## src/rtl/compositor_pkg.sv

```systemverilog
`default_nettype none
// ============================================================================
//  Module      : compositor_pkg
//  Description : Shared types, constants and colour helper for the sprite
//                layer compositor.
//  Revision    : 1.0 - initial release
// ============================================================================
package compositor_pkg;

  typedef logic [7:0] rgb332_t;

  // Colour key that marks a layer pixel as "nothing drawn here"
  localparam rgb332_t TRANSPARENT_DEFAULT = 8'hFF;

  // Widest layer stack the compositor supports
  localparam int MAX_LAYERS = 16;

  // RGB332 -> 24-bit {R,G,B}; the LSB of each field is replicated into the
  // low bits so that full-scale codes map to 8'hFF.
  function automatic logic [23:0] expand_rgb332(input rgb332_t c);
    return {c[7:5], {5{c[5]}}, c[4:2], {5{c[2]}}, c[1:0], {6{c[0]}}};
  endfunction

endpackage
`default_nettype wire

```

## src/rtl/layer_priority_enc.sv

```systemverilog
`default_nettype none
// ============================================================================
//  Module      : layer_priority_enc
//  Description : Finds the lowest-index set bit of a layer hit vector and
//                flags whether zero, one or several layers hit.
//                index = NUM_LAYERS when no layer hits.
//  Revision    : 1.0 - initial release
// ============================================================================
module layer_priority_enc #(
  parameter  int NUM_LAYERS = 8,
  localparam int IDX_W      = $clog2(NUM_LAYERS + 1)
) (
  input  logic [NUM_LAYERS-1:0] hit,
  output logic [IDX_W-1:0]      index,
  output logic                  any_hit,
  output logic                  multi_hit
);

  // Scan from the top down so the lowest index overwrites last and wins
  always_comb begin
    index = IDX_W'(NUM_LAYERS);
    for (int i = NUM_LAYERS - 1; i >= 0; i--) begin
      if (hit[i]) index = IDX_W'(i);
    end
  end

  // Clearing the lowest set bit leaves something only if two or more were set
  always_comb begin
    any_hit   = |hit;
    multi_hit = |(hit & (hit - NUM_LAYERS'(1)));
  end

endmodule
`default_nettype wire

```

## src/rtl/layer_compositor.sv

```systemverilog
`default_nettype none
// ============================================================================
//  Module      : layer_compositor
//  Description : Two-stage priority compositor for NUM_LAYERS RGB332 sprite
//                layers over a background, with per-pixel collision pulse
//                and per-frame collision flags.
//  Revision    : 1.0 - initial release
// ============================================================================
module layer_compositor
  import compositor_pkg::*;
#(
  parameter  int      NUM_LAYERS  = 8,
  parameter  rgb332_t TRANSPARENT = TRANSPARENT_DEFAULT,
  localparam int      TOP_W       = $clog2(NUM_LAYERS + 1)
) (
  input  logic                    clk,
  input  logic                    resetN,
  input  logic [NUM_LAYERS-1:0]   drawReq,
  input  logic [NUM_LAYERS*8-1:0] layerRGB,
  input  logic [NUM_LAYERS-1:0]   layerEnable,
  input  logic [7:0]              backGroundRGB,
  input  logic                    startOfFrame,
  output logic [7:0]              redOut,
  output logic [7:0]              greenOut,
  output logic [7:0]              blueOut,
  output logic [TOP_W-1:0]        topLayer,
  output logic                    collisionPulse,
  output logic [NUM_LAYERS-1:0]   collisionFlags
);

  if (NUM_LAYERS < 2 || NUM_LAYERS > MAX_LAYERS) begin : g_bad_num_layers
    $error("layer_compositor: NUM_LAYERS must be in 2..16");
  end

  // Valid hit: requested, enabled and not the colour key
  logic [NUM_LAYERS-1:0] hit_vec;
  for (genvar gi = 0; gi < NUM_LAYERS; gi++) begin : g_hit
    assign hit_vec[gi] = drawReq[gi] & layerEnable[gi] &
                         (layerRGB[8*gi +: 8] != TRANSPARENT);
  end

  // ---------------- stage 1 ----------------
  logic [NUM_LAYERS-1:0]   hit_q, hit_d;
  logic [NUM_LAYERS*8-1:0] rgb_q, rgb_d;
  rgb332_t                 bg_q,  bg_d;
  logic                    sof_q, sof_d;

  // Stage-1 next state: capture the raw pixel inputs and the hit vector
  always_comb begin
    hit_d = hit_vec;
    rgb_d = layerRGB;
    bg_d  = backGroundRGB;
    sof_d = startOfFrame;
  end

  // Stage-1 register
  always_ff @(posedge clk or negedge resetN) begin
    if (!resetN) begin
      hit_q <= '0;
      rgb_q <= '0;
      bg_q  <= '0;
      sof_q <= 1'b0;
    end else begin
      hit_q <= hit_d;
      rgb_q <= rgb_d;
      bg_q  <= bg_d;
      sof_q <= sof_d;
    end
  end

  // ---------------- stage 2 ----------------
  logic [TOP_W-1:0] enc_index;
  logic             enc_any;
  logic             enc_multi;

  layer_priority_enc #(
    .NUM_LAYERS (NUM_LAYERS)
  ) u_priority_enc (
    .hit       (hit_q),
    .index     (enc_index),
    .any_hit   (enc_any),
    .multi_hit (enc_multi)
  );

  rgb332_t               color_q, color_d;
  logic [TOP_W-1:0]      top_q,   top_d;
  logic                  coll_q,  coll_d;
  logic [NUM_LAYERS-1:0] acc_q,   acc_d;
  logic [NUM_LAYERS-1:0] flags_q, flags_d;
  logic [NUM_LAYERS-1:0] contrib;

  // Stage-2 next state: winner colour, collision pulse and frame bookkeeping
  always_comb begin
    color_d = bg_q;
    for (int i = 0; i < NUM_LAYERS; i++) begin
      if (enc_any && enc_index == TOP_W'(i)) color_d = rgb_q[8*i +: 8];
    end
    top_d   = enc_index;
    coll_d  = enc_multi;
    // Only collision pixels feed the accumulator; a lone hit adds nothing
    contrib = enc_multi ? hit_q : '0;
    // At a frame boundary the finished frame is published and the new one
    // starts with just the boundary pixel's own collision, if any
    acc_d   = sof_q ? contrib : (acc_q | contrib);
    flags_d = sof_q ? acc_q : flags_q;
  end

  // Stage-2 register
  always_ff @(posedge clk or negedge resetN) begin
    if (!resetN) begin
      color_q <= '0;
      top_q   <= '0;
      coll_q  <= 1'b0;
      acc_q   <= '0;
      flags_q <= '0;
    end else begin
      color_q <= color_d;
      top_q   <= top_d;
      coll_q  <= coll_d;
      acc_q   <= acc_d;
      flags_q <= flags_d;
    end
  end

  assign {redOut, greenOut, blueOut} = expand_rgb332(color_q);
  assign topLayer       = top_q;
  assign collisionPulse = coll_q;
  assign collisionFlags = flags_q;

endmodule
`default_nettype wire

```

## config.mk

```make
export PLATFORM = sky130hd
export DESIGN_NAME = layer_compositor
export DESIGN_NICKNAME = d
export VERILOG_FILES = /design/src/rtl/compositor_pkg.sv /design/src/rtl/layer_priority_enc.sv /design/src/rtl/layer_compositor.sv
export SDC_FILE = /design/constraint.sdc
export NUM_CORES = 1
export LEC_CHECK = 0
export BUFFER_PORTS_ARGS = -buffer_cell sky130_fd_sc_hd__buf_2
export CAP_MARGIN = 40
export CORE_MARGIN = 1
export CORE_UTILIZATION = 41
export DETAILED_ROUTE_END_ITERATION = 6
export PLACE_DENSITY = 0.77
export SLEW_MARGIN = 40
export SYNTH_ARGS = -nofsm -noshare
export SYNTH_HDL_FRONTEND = slang
export SYNTH_SLANG_ARGS = --single-unit
```

## constraint.sdc

```tcl
create_clock -name clk -period 2.2 [get_ports clk]
set_input_delay 0.11 -clock clk [delete_from_list [all_inputs] [get_ports clk]]
set_output_delay 0.11 -clock clk [all_outputs]
set_load 0.02 [all_outputs]
```

==> results.json <==
{
  "cp_slowest_cell": "dfrtp_1",
  "ctsHtreeMaxLevel": 3,
  "reg2reg_from": "hit_q[2]",
  "grt_max_degree": 56,
  "design.core.area_mm2": 0.009371,
  "area_growth_pct": 44.53,
  "avgViaCountPerCell": 5.031,
  "hpwl_um": 6749,
  "wl_per_cell_um": 17.15,
  "clock_path_buffers": 2,
  "drv_slew": 0,
  "pin_count": 128,
  "ys.flop_type": "dfrtp_1",
  "syn_area_per_cell_um2": 13.65,
  "postCtsSetupRepairBufs": 0,
  "grt_pass1_vias": 3512,
  "insertion_delay_ps": 370,
  "first_pass_iters": 5,
  "power.density_mw_per_mm2": 749.5,
  "post-route-period-util_pct": 86.07,
  "cts_tree": "yes",
  "outcome": "finished, final reports clean",
  "grt_overflow_total": 0,
  "final_nets": 593,
  "cts.clk_slew.worst_paths_ps": 100,
  "cpPeakStageDelay_ps": 580,
  "grt_util_all_layers_pct": 23.32,
  "row_count": 35,
  "synthCells": 295,
  "critPathRequiredTime_ps": 2440,
  "fmax_mhz": 528.1,
  "path_max_fanout": 16,
  "ys_seq_area_share_pct": 68.37,
  "cts_buffers": 9,
  "ys_warn_count": 0,
  "root_buffer": "clkbuf_8",
  "die_w_um": 101.1,
  "drt_iter0_drc": 166,
  "hold_class": "in2reg",
  "dieHeight_um": 101.1,
  "synth_cell_types": 39,
  "hold_violations": 0,
  "grt_setup_unrepaired": "false",
  "crit_path_start_kind": "flip-flop",
  "drive_gt1_share_pct": 31.56,
  "setup_tns_ps": 0,
  "synth_edf_count": 0,
  "gp_routability_congestion": 0.8480,
  "cts-hold-fix-buffers": 86,
  "async_reset_ff_share_pct": 100.0,
  "p_leak_nw": 2.730,
  "grt_pass1_wl_um": 17270,
  "vias": 3200,
  "synth_seq_cells": 110,
  "cp.arrival_ps": 2130,
  "maxCapViolCount": 0,
  "syn_nets": 386,
  "cp-end-kind": "flip-flop",
  "ant_nets": 0,
  "min_from": "layerEnable[5]",
  "antenna_found_initial": 0,
  "portBuffers": 127,
  "multi_input_area_mm2": 0.001072,
  "setup_viol": 0,
  "fin_crit_ps": 1894,
  "vdd_drop_max_uv": 418.6,
  "synth_area_mm2": 0.004026,
  "total_power_mw": 4.361,
  "drt-total-wl_um": 10910,
  "num_antenna_cells": 0,
  "dieArea_mm2": 0.01022,
  "ff2ff_setup_slack_ps": 310,
  "tightest_slew_ps": 684.4,
  "finalClockSkew_ps": 11.57,
  "cts.sinks": 110,
  "path_cells": "nor4_2 -> nand2_1 -> o221ai_1 -> o32ai_1",
  "cts_resized": 0,
  "regArea_mm2": 0.002753,
  "critical_path_class": "reg2reg",
  "slew_headroom_pct": 54.37,
  "fill_cells": 721,
  "drc": 0,
  "cp-startpoint": "hit_q[2]",
  "start_util_pct": 42.96
}
## per-stage QoR
| step | setup slack [ps] | util [%] | hold WS (ps) | area, um2 | instances |
|---|---|---|---|---|---|
| finish | 306.5 | 62.10 | 9.449 | 5819 | 636 |
| global route | 169.6 | 62.10 | 0.4915 | 5819 | 636 |
| CTS | 352.8 | 61.88 | 0.3147 | 5799 | 634 |
| detailed placement | 353.2 | 50.32 | 190.8 | 4716 | 532 |
| global placement | 441.6 | 50.32 | 169.5 | 4716 | 532 |
| floorplan | 602.4 | - | -185.6 | 4026 | 295 |
## Yosys cell counts, types with 2 or more instances
master,count,area [um2]
a21oi_1,21,105.1
buf_2,5,25.02
buf_4,16,120.1
clkbuf_1,3,11.26
dfrtp_1,110,2753
inv_1,8,30.03
mux2_2,8,90.09
mux2i_1,16,160.2
nand2_1,10,37.54
nand2b_1,17,106.4
nand4_1,16,100.1
nor2_1,5,18.77
nor2b_1,4,25.02
nor3_1,3,15.01
o211a_1,8,80.08
o21ai_0,3,15.01
o21ai_1,5,25.02
o221ai_1,8,70.07
o31ai_1,2,15.01
o32ai_1,8,70.07
## metal layers
metal / vias up / routed length (um) / GRT usage, %
met4: 0 / 604 / 16.95
met3: 46 / 640 / 3.953
met2: 150 / 5634 / 40.40
li1: 1464 / - / -
met1: 1540 / 4030 / 25.89
met5: - / 0 / 0
## area by class of cell
type / instances / area share (%)
Clock inverter: 5 / 1.398
Tap cell: 129 / 2.774
Multi-Input combinational cell: 151 / 18.43
Timing Repair Buffer: 221 / 27.09
Sequential cell: 110 / 47.30
Inverter: 9 / 0.5805
Clock buffer: 11 / 2.430
## cell usage in the layout, fill, tap and decap left out, types with 2 or more instances in the layout
cell,n
nand2_1,10
nor2_1,5
dlygate4sd3_1,88
o221ai_1,8
mux2i_1,16
nand2b_1,17
o32ai_1,8
mux2_2,8
inv_1,8
nor2b_1,4
o21ai_1,5
bufinv_16,2
nor3_1,3
a21oi_1,21
o31ai_1,2
clkbuf_8,10
o21ai_0,3
buf_4,6
dfrtp_1,110
buf_2,126
o211a_1,8
nand4_1,16
## state kept, by name (all words and copies together) (netlist names)
register and flops:
rgb_q 64, acc_q 8, bg_q 8, collisionFlags 8
color_q 8, hit_q 8, topLayer 4, collisionPulse 1
sof_q 1
## power breakdown
part | switching (mW) | internal (mW) | leakage (nW)
sequential | 0.0901 | 2.17 | 1.31
combinational | 0.413 | 0.353 | 1.31
clock | 0.661 | 0.675 | 0.110
total | 1.16 | 3.20 | 2.73
## kinds of logic after synthesis
logic type      Yosys count  synth area share (%)
fa+ha+maj                 1                0.2486
compound gates           63                 11.22
mux                      24                 6.215
flops                   110                 68.37
simple gates             63                 8.950
buf+inv                  34                 5.003
## worst max-delay path: cells and delay by family, from the launching register on
kind	cells	cell delay [ps]
AOI/OAI and AO/OA	2	430
DFF	1	580
and+or+nand+nor	2	750
## worst paths after layout
path | end | cells after the start
max | color_q[7] | 4
min | hit_q[5] | 2
max reg2reg | color_q[7] | 4
min reg2reg | collisionFlags[0] | 1
max in group asynchronous | rgb_q[34] | 3
min in group asynchronous | rgb_q[48] | 2
Power figures use the tool's default switching activity.
